$ cat config.mk
export PLATFORM = sky130hd
export DESIGN_NAME = cla_word_sequencer
export DESIGN_NICKNAME = d
export VERILOG_FILES = /design/src/rtl/cla_word_sequencer.sv
export SDC_FILE = /design/constraint.sdc
export NUM_CORES = 1
export LEC_CHECK = 0
export CAP_MARGIN = 0
export CORE_ASPECT_RATIO = 1.5
export CORE_MARGIN = 3
export CORE_UTILIZATION = 46
export DETAILED_ROUTE_END_ITERATION = 8
export PLACE_DENSITY = 0.76
export REMOVE_ABC_BUFFERS = 1
export SYNTH_ARGS = -nofsm -noshare
export SYNTH_HDL_FRONTEND = slang
export SYNTH_SLANG_ARGS = --single-unit
$ cat constraint.sdc
create_clock -name clk -period 2.8 [get_ports clk]
set_input_delay 0.28 -clock clk [delete_from_list [all_inputs] [get_ports clk]]
set_output_delay 0.28 -clock clk [all_outputs]
set_load 0.005 [all_outputs]
$ cat src/rtl/cla_word_sequencer.sv
// cla4: 4-bit carry-lookahead adder slice.
//   A, B  : 4-bit addends
//   Cin   : carry in
//   Sum   : 4-bit sum
//   Cout  : carry out of bit 3
module cla4 (
    input  logic [3:0] A,
    input  logic [3:0] B,
    input  logic       Cin,
    output logic [3:0] Sum,
    output logic       Cout
);

    logic [3:0] p;
    logic [3:0] g;
    logic [3:0] c;

    assign p = A ^ B;
    assign g = A & B;

    // Carries computed in parallel from generate/propagate terms
    assign c[0] = Cin;
    assign c[1] = g[0] | (p[0] & Cin);
    assign c[2] = g[1] | (p[1] & g[0]) | (p[1] & p[0] & Cin);
    assign c[3] = g[2] | (p[2] & g[1]) | (p[2] & p[1] & g[0])
                | (p[2] & p[1] & p[0] & Cin);
    assign Cout = g[3] | (p[3] & g[2]) | (p[3] & p[2] & g[1])
                | (p[3] & p[2] & p[1] & g[0])
                | (p[3] & p[2] & p[1] & p[0] & Cin);

    assign Sum = p ^ c;

endmodule

// cla_word_sequencer: W-bit add/subtract built by time-sharing one 4-bit CLA
// over NIBBLES slices, LSB slice first.
//   clk, rst           : clock, asynchronous active-high reset
//   in_valid/in_ready  : request handshake (op_a, op_b, op_sub, cin)
//   out_valid/out_ready: result handshake (sum, cout, overflow)
//   op_sub             : 0 = A+B+cin, 1 = A-B (cin ignored)
//   cout               : MSB carry out (subtract: 1 = no borrow)
//   overflow           : two's-complement signed overflow
module cla_word_sequencer #(
    parameter int NIBBLES = 4
) (
    input  logic                 clk,
    input  logic                 rst,
    input  logic                 in_valid,
    output logic                 in_ready,
    input  logic [4*NIBBLES-1:0] op_a,
    input  logic [4*NIBBLES-1:0] op_b,
    input  logic                 op_sub,
    input  logic                 cin,
    output logic                 out_valid,
    input  logic                 out_ready,
    output logic [4*NIBBLES-1:0] sum,
    output logic                 cout,
    output logic                 overflow
);

    localparam int unsigned W  = 4 * NIBBLES;
    localparam int unsigned CW = (NIBBLES > 1) ? $clog2(NIBBLES) : 1;
    localparam int unsigned BW = CW + 2;

    typedef enum logic [1:0] {
        IDLE = 2'd0,
        RUN  = 2'd1,
        DONE = 2'd2
    } state_t;

    state_t          state_q,     state_d;
    logic [W-1:0]    a_q,         a_d;
    logic [W-1:0]    b_q,         b_d;
    logic            carry_q,     carry_d;
    logic [CW-1:0]   cnt_q,       cnt_d;
    logic [W-1:0]    sum_q,       sum_d;
    logic            cout_q,      cout_d;
    logic            overflow_q,  overflow_d;
    logic            in_ready_q,  in_ready_d;
    logic            out_valid_q, out_valid_d;

    logic [BW-1:0]   base;
    logic [3:0]      cla_a;
    logic [3:0]      cla_b;
    logic [3:0]      cla_sum;
    logic            cla_cout;

    // Bit offset of the slice currently being processed
    assign base  = {cnt_q, 2'b00};
    assign cla_a = a_q[base +: 4];
    assign cla_b = b_q[base +: 4];

    cla4 u_cla (
        .A    (cla_a),
        .B    (cla_b),
        .Cin  (carry_q),
        .Sum  (cla_sum),
        .Cout (cla_cout)
    );

    // State and datapath registers
    always_ff @(posedge clk or posedge rst) begin
        if (rst) begin
            state_q     <= IDLE;
            a_q         <= '0;
            b_q         <= '0;
            carry_q     <= 1'b0;
            cnt_q       <= '0;
            sum_q       <= '0;
            cout_q      <= 1'b0;
            overflow_q  <= 1'b0;
            in_ready_q  <= 1'b0;
            out_valid_q <= 1'b0;
        end else begin
            state_q     <= state_d;
            a_q         <= a_d;
            b_q         <= b_d;
            carry_q     <= carry_d;
            cnt_q       <= cnt_d;
            sum_q       <= sum_d;
            cout_q      <= cout_d;
            overflow_q  <= overflow_d;
            in_ready_q  <= in_ready_d;
            out_valid_q <= out_valid_d;
        end
    end

    // Next-state and datapath update
    always_comb begin
        state_d    = state_q;
        a_d        = a_q;
        b_d        = b_q;
        carry_d    = carry_q;
        cnt_d      = cnt_q;
        sum_d      = sum_q;
        cout_d     = cout_q;
        overflow_d = overflow_q;

        case (state_q)
            IDLE: begin
                // in_ready_q is low for the first cycle out of reset
                if (in_valid && in_ready_q) begin
                    a_d     = op_a;
                    b_d     = op_sub ? ~op_b : op_b;
                    carry_d = op_sub ? 1'b1 : cin;
                    cnt_d   = '0;
                    state_d = RUN;
                end
            end
            RUN: begin
                sum_d[base +: 4] = cla_sum;
                carry_d          = cla_cout;
                if (cnt_q == CW'(NIBBLES - 1)) begin
                    // Counter saturates here; cleared again on acceptance
                    state_d    = DONE;
                    cout_d     = cla_cout;
                    overflow_d = (a_q[W-1] == b_q[W-1]) && (cla_sum[3] != a_q[W-1]);
                end else begin
                    cnt_d = cnt_q + CW'(1);
                end
            end
            DONE: begin
                if (out_ready) begin
                    state_d = IDLE;
                end
            end
            default: begin
                state_d = IDLE;
            end
        endcase

        // Handshake flags track the state being entered so they stay registered
        in_ready_d  = (state_d == IDLE);
        out_valid_d = (state_d == DONE);
    end

    assign in_ready  = in_ready_q;
    assign out_valid = out_valid_q;
    assign sum       = sum_q;
    assign cout      = cout_q;
    assign overflow  = overflow_q;

endmodule

==> impl_metrics.env <==
export IMPL_status="completed"
export IMPL_io_pins=58
export IMPL_clock_latency_ps=330
export IMPL_die_h_microns=101
export IMPL_drive_gt1_share_pct=17.5
export IMPL_async_flop_share_pct=100
export IMPL_r2r_start="cnt_q[1]$_DFFE_PP0P_"
export IMPL_drtIter0Drc=73
export IMPL_hold_buffers=0
export IMPL_syn_inst=230
export IMPL_grt_pass1_wl_microns=9100
export IMPL_synth_xor_area_share_pct=5.71
export IMPL_die_w_microns=69.2
export IMPL_max_stage_delay_ps=640
export IMPL_rsz0062_at_grt="no"
export IMPL_tightest_slew_ps=871
export IMPL_synthSimpleGateAreaFrac_pct=9.75
export IMPL_grt_max_degree=47
export IMPL_portBuffers=57
export IMPL_pre_cts_ws_ps=63.3
export IMPL_p_per_area_nw_per_um2=1180
export IMPL_start_util_pct=48.8
export IMPL_fmax_mhz=391
export IMPL_critPathSlowestCell="dfrtp_1"
export IMPL_num_rows=33
export IMPL_nets=347
export IMPL_cts_sinks=57
export IMPL_cp_start_kind="register"
export IMPL_vias=1931
export IMPL_dp_hpwl_microns=3970
export IMPL_core_sq_um=5660
export IMPL_synth_seq_area_share_pct=51.7
export IMPL_path_cells="mux4_2 -> ha_1 -> a21o_1 -> a311o_1 -> and2_1 -> a22o_1"
export IMPL_gp_congestion=0.759
export IMPL_placed_area_sq_um=3430
export IMPL_grt_usage_pct=16.8
export IMPL_synth_top_family_by_area="multiplexers"
export IMPL_avgRoutedWirePerCell_microns=14.7
export IMPL_ant_nets=0
export IMPL_p_total_w=0.00429
export IMPL_grt_overflow=0
export IMPL_ctsHtreeMaxLevel=3
export IMPL_tritoncts="built"
export IMPL_cp_data_arrival_time_ps=2780
export IMPL_path_clk_slew_ps=60
export IMPL_postLayoutCellArea_sq_um=3630
export IMPL_synth_fa_ha_area_share_pct=5.71
export IMPL_synth_warnings=0
export IMPL_regToRegEndpoint="sum[11]$_DFFE_PP0P_"
export IMPL_die_area_sq_um=6980
export IMPL_avgSynthCellArea_sq_um=12.0
export IMPL_clockBufferDepth=2
export IMPL_hold_violations=0
export IMPL_synth_compound_area_share_pct=11.2
export IMPL_area_growth_syn_to_layout_pct=31.7
export IMPL_vdd_drop_max_mv=0.488
export IMPL_critPathKind="reg2reg"
export IMPL_num_antenna_cells=0
export IMPL_first_pass_iters=4
export IMPL_final_util_pct=64.3
export IMPL_rr_worst_depth=6
export IMPL_synth_seq_cells=57
export IMPL_skew_ps=6.33
export IMPL_antenna_found_initial=0
export IMPL_setup_tns_ps=0
export IMPL_root_buffer="clkbuf_8"
export IMPL_ys_types=37
export IMPL_cp_required_ps=3020
export IMPL_fin_ws_ps=242
export IMPL_viasPerCell=5.19
export IMPL_critPathCaptureType="register"
export IMPL_synthMuxAreaShare_pct=13.4
export IMPL_synth_edff_count=0
export IMPL_grt_pass1_vias=2006
export IMPL_maxCapViolations=0
export IMPL_path_max_fanout=12
export IMPL_slew_headroom_pct=41.8
export IMPL_ys_flop_type="dfrtp_1"
export IMPL_r2r_slack_ps=240
export IMPL_hold_path_class="in2async"
export IMPL_slew_violations=0
export IMPL_leakage_nw=1.53
export IMPL_drt_total_wl_microns=5450
export IMPL_fin_crit_sh_pct=91.4
export IMPL_layout_min_cycle_time_ps=2560
export IMPL_synth_area_sq_um=2760
export IMPL_drc=0
export IMPL_setup_violations=0
export IMPL_cts_buffers=9
[state kept, by name (all words and copies together) (netlist names)]
| register | count |
|---|---|
| a_q | 16 |
| b_q | 16 |
| sum | 16 |
| cnt_q | 2 |
| state_q | 2 |
| carry_q | 1 |
| cout | 1 |
| in_ready | 1 |
| out_valid | 1 |
| overflow | 1 |
[repair_timing]
| action | 4_1_cts | 5_1_grt |
|---|---|---|
| setup buffers | 0 | 4 |
| setup endpoints to repair | 0 | 7 |
| resized for setup | 0 | 1 |
| hold endpoints to repair | 0 | 0 |
[area by class of cell]
cell class / count / area, sq um
inverters: 4 / 15.0
fillers: 446 / 2020
well taps: 70 / 87.6
clock inverters: 3 / 15.0
repair buffers: 66 / 651
multi-input cells: 159 / 1280
flip-flops and latches: 57 / 1430
clock buffers: 13 / 159
[stage by stage]
| stage | cells | hold slack, ps |
|---|---|---|
| floorplan | 220 | 432 |
| global placement | 352 | 464 |
| detailed placement | 352 | 472 |
| CTS | 368 | 472 |
| global route | 372 | 516 |
| finish | 372 | 457 |
[kinds of logic (layout without fill, tap and decap cells)]
logic type      count (synthesis)  after routing
buf+inv                        14             86
xor+xnor                       18             18
simple gates                   58             58
fa+ha+maj                      12             12
flops                          57             57
compound gates                 46             46
mux                            25             25
[critical path, delay by kind of cell (launching register included)]
family | cells | cell delay, ps
AO/OA/AOI/OAI | 3 | 800
flip-flops | 1 | 640
multiplexers | 1 | 430
adder cells (fa/ha/maj) | 1 | 340
AND/OR/NAND/NOR | 1 | 230
[synth_stat cells, drive strengths merged, types with 2 or more instances]
cell	number	area share, %
mux4	8	6.5
o21ai	4	0.73
nand2	16	2.2
inv	4	0.54
and2	2	0.45
xnor2	18	5.7
dfrtp	57	52
a22o	8	2.5
buf	9	1.8
nand2b	4	0.91
o31ai	6	1.6
ha	11	5.0
nand3	3	0.54
o41ai	2	0.63
a21o	3	0.82
a21oi	18	3.3
mux2	16	6.5
nor2	23	3.1
[worst max-delay path by stage]
stage | start | endpoint | slack, ps
6_report | cnt_q[1]$_DFFE_PP0P_ | sum[11]$_DFFE_PP0P_ | 240
5_1_grt | cnt_q[1]$_DFFE_PP0P_ | sum[11]$_DFFE_PP0P_ | 130
4_1_cts | cnt_q[0]$_DFFE_PP0P_ | overflow$_DFFE_PP0P_ | 40
3_5_place_dp | cnt_q[0]$_DFFE_PP0P_ | overflow$_DFFE_PP0P_ | 60
3_3_place_gp | cnt_q[0]$_DFFE_PP0P_ | overflow$_DFFE_PP0P_ | 140
2_1_floorplan | state_q[0]$_DFF_PP0_ | cnt_q[1]$_DFFE_PP0P_ | -2640
[metal layers]
| layer | track usage [%] | vias to the layer above | share of wire (%) | routed length [microns] |
|---|---|---|---|---|
| li1 | - | 948 | - | - |
| met1 | 18.7 | 922 | 41 | 2230 |
| met2 | 29.5 | 48 | 53 | 2890 |
| met3 | 3.09 | 13 | 3.2 | 175 |
| met4 | 10.4 | 0 | 2.7 | 148 |
| met5 | 0 | - | 0 | 0 |
[where the power goes]
part	leakage [nW]	switching [W]	internal (W)
combinational	0.734	0.00104	0.00111
sequential	0.700	0.000261	0.00121
clock	0.0932	0.000308	0.000365
total	1.53	0.00161	0.00268
[placed cells by master, fill, tap and decap left out, types with 2 or more instances in the layout]
master and count:
dfrtp_1 56, xnor2_1 18, o41ai_1 2, nand2_1 16, a22o_1 8, a21o_1 3
clkinv_2 3, mux2_2 16, ha_1 11, clkbuf_1 2, inv_1 3, nand3_1 3
buf_4 8, o31ai_1 6, clkdlybuf4s50_1 57, o21ai_0 4, clkbuf_8 11, and2_1 2
nor2_1 23, a21oi_1 18, mux4_2 8, nand2b_1 4
Note: power is estimated with default switching activity, not from simulation.
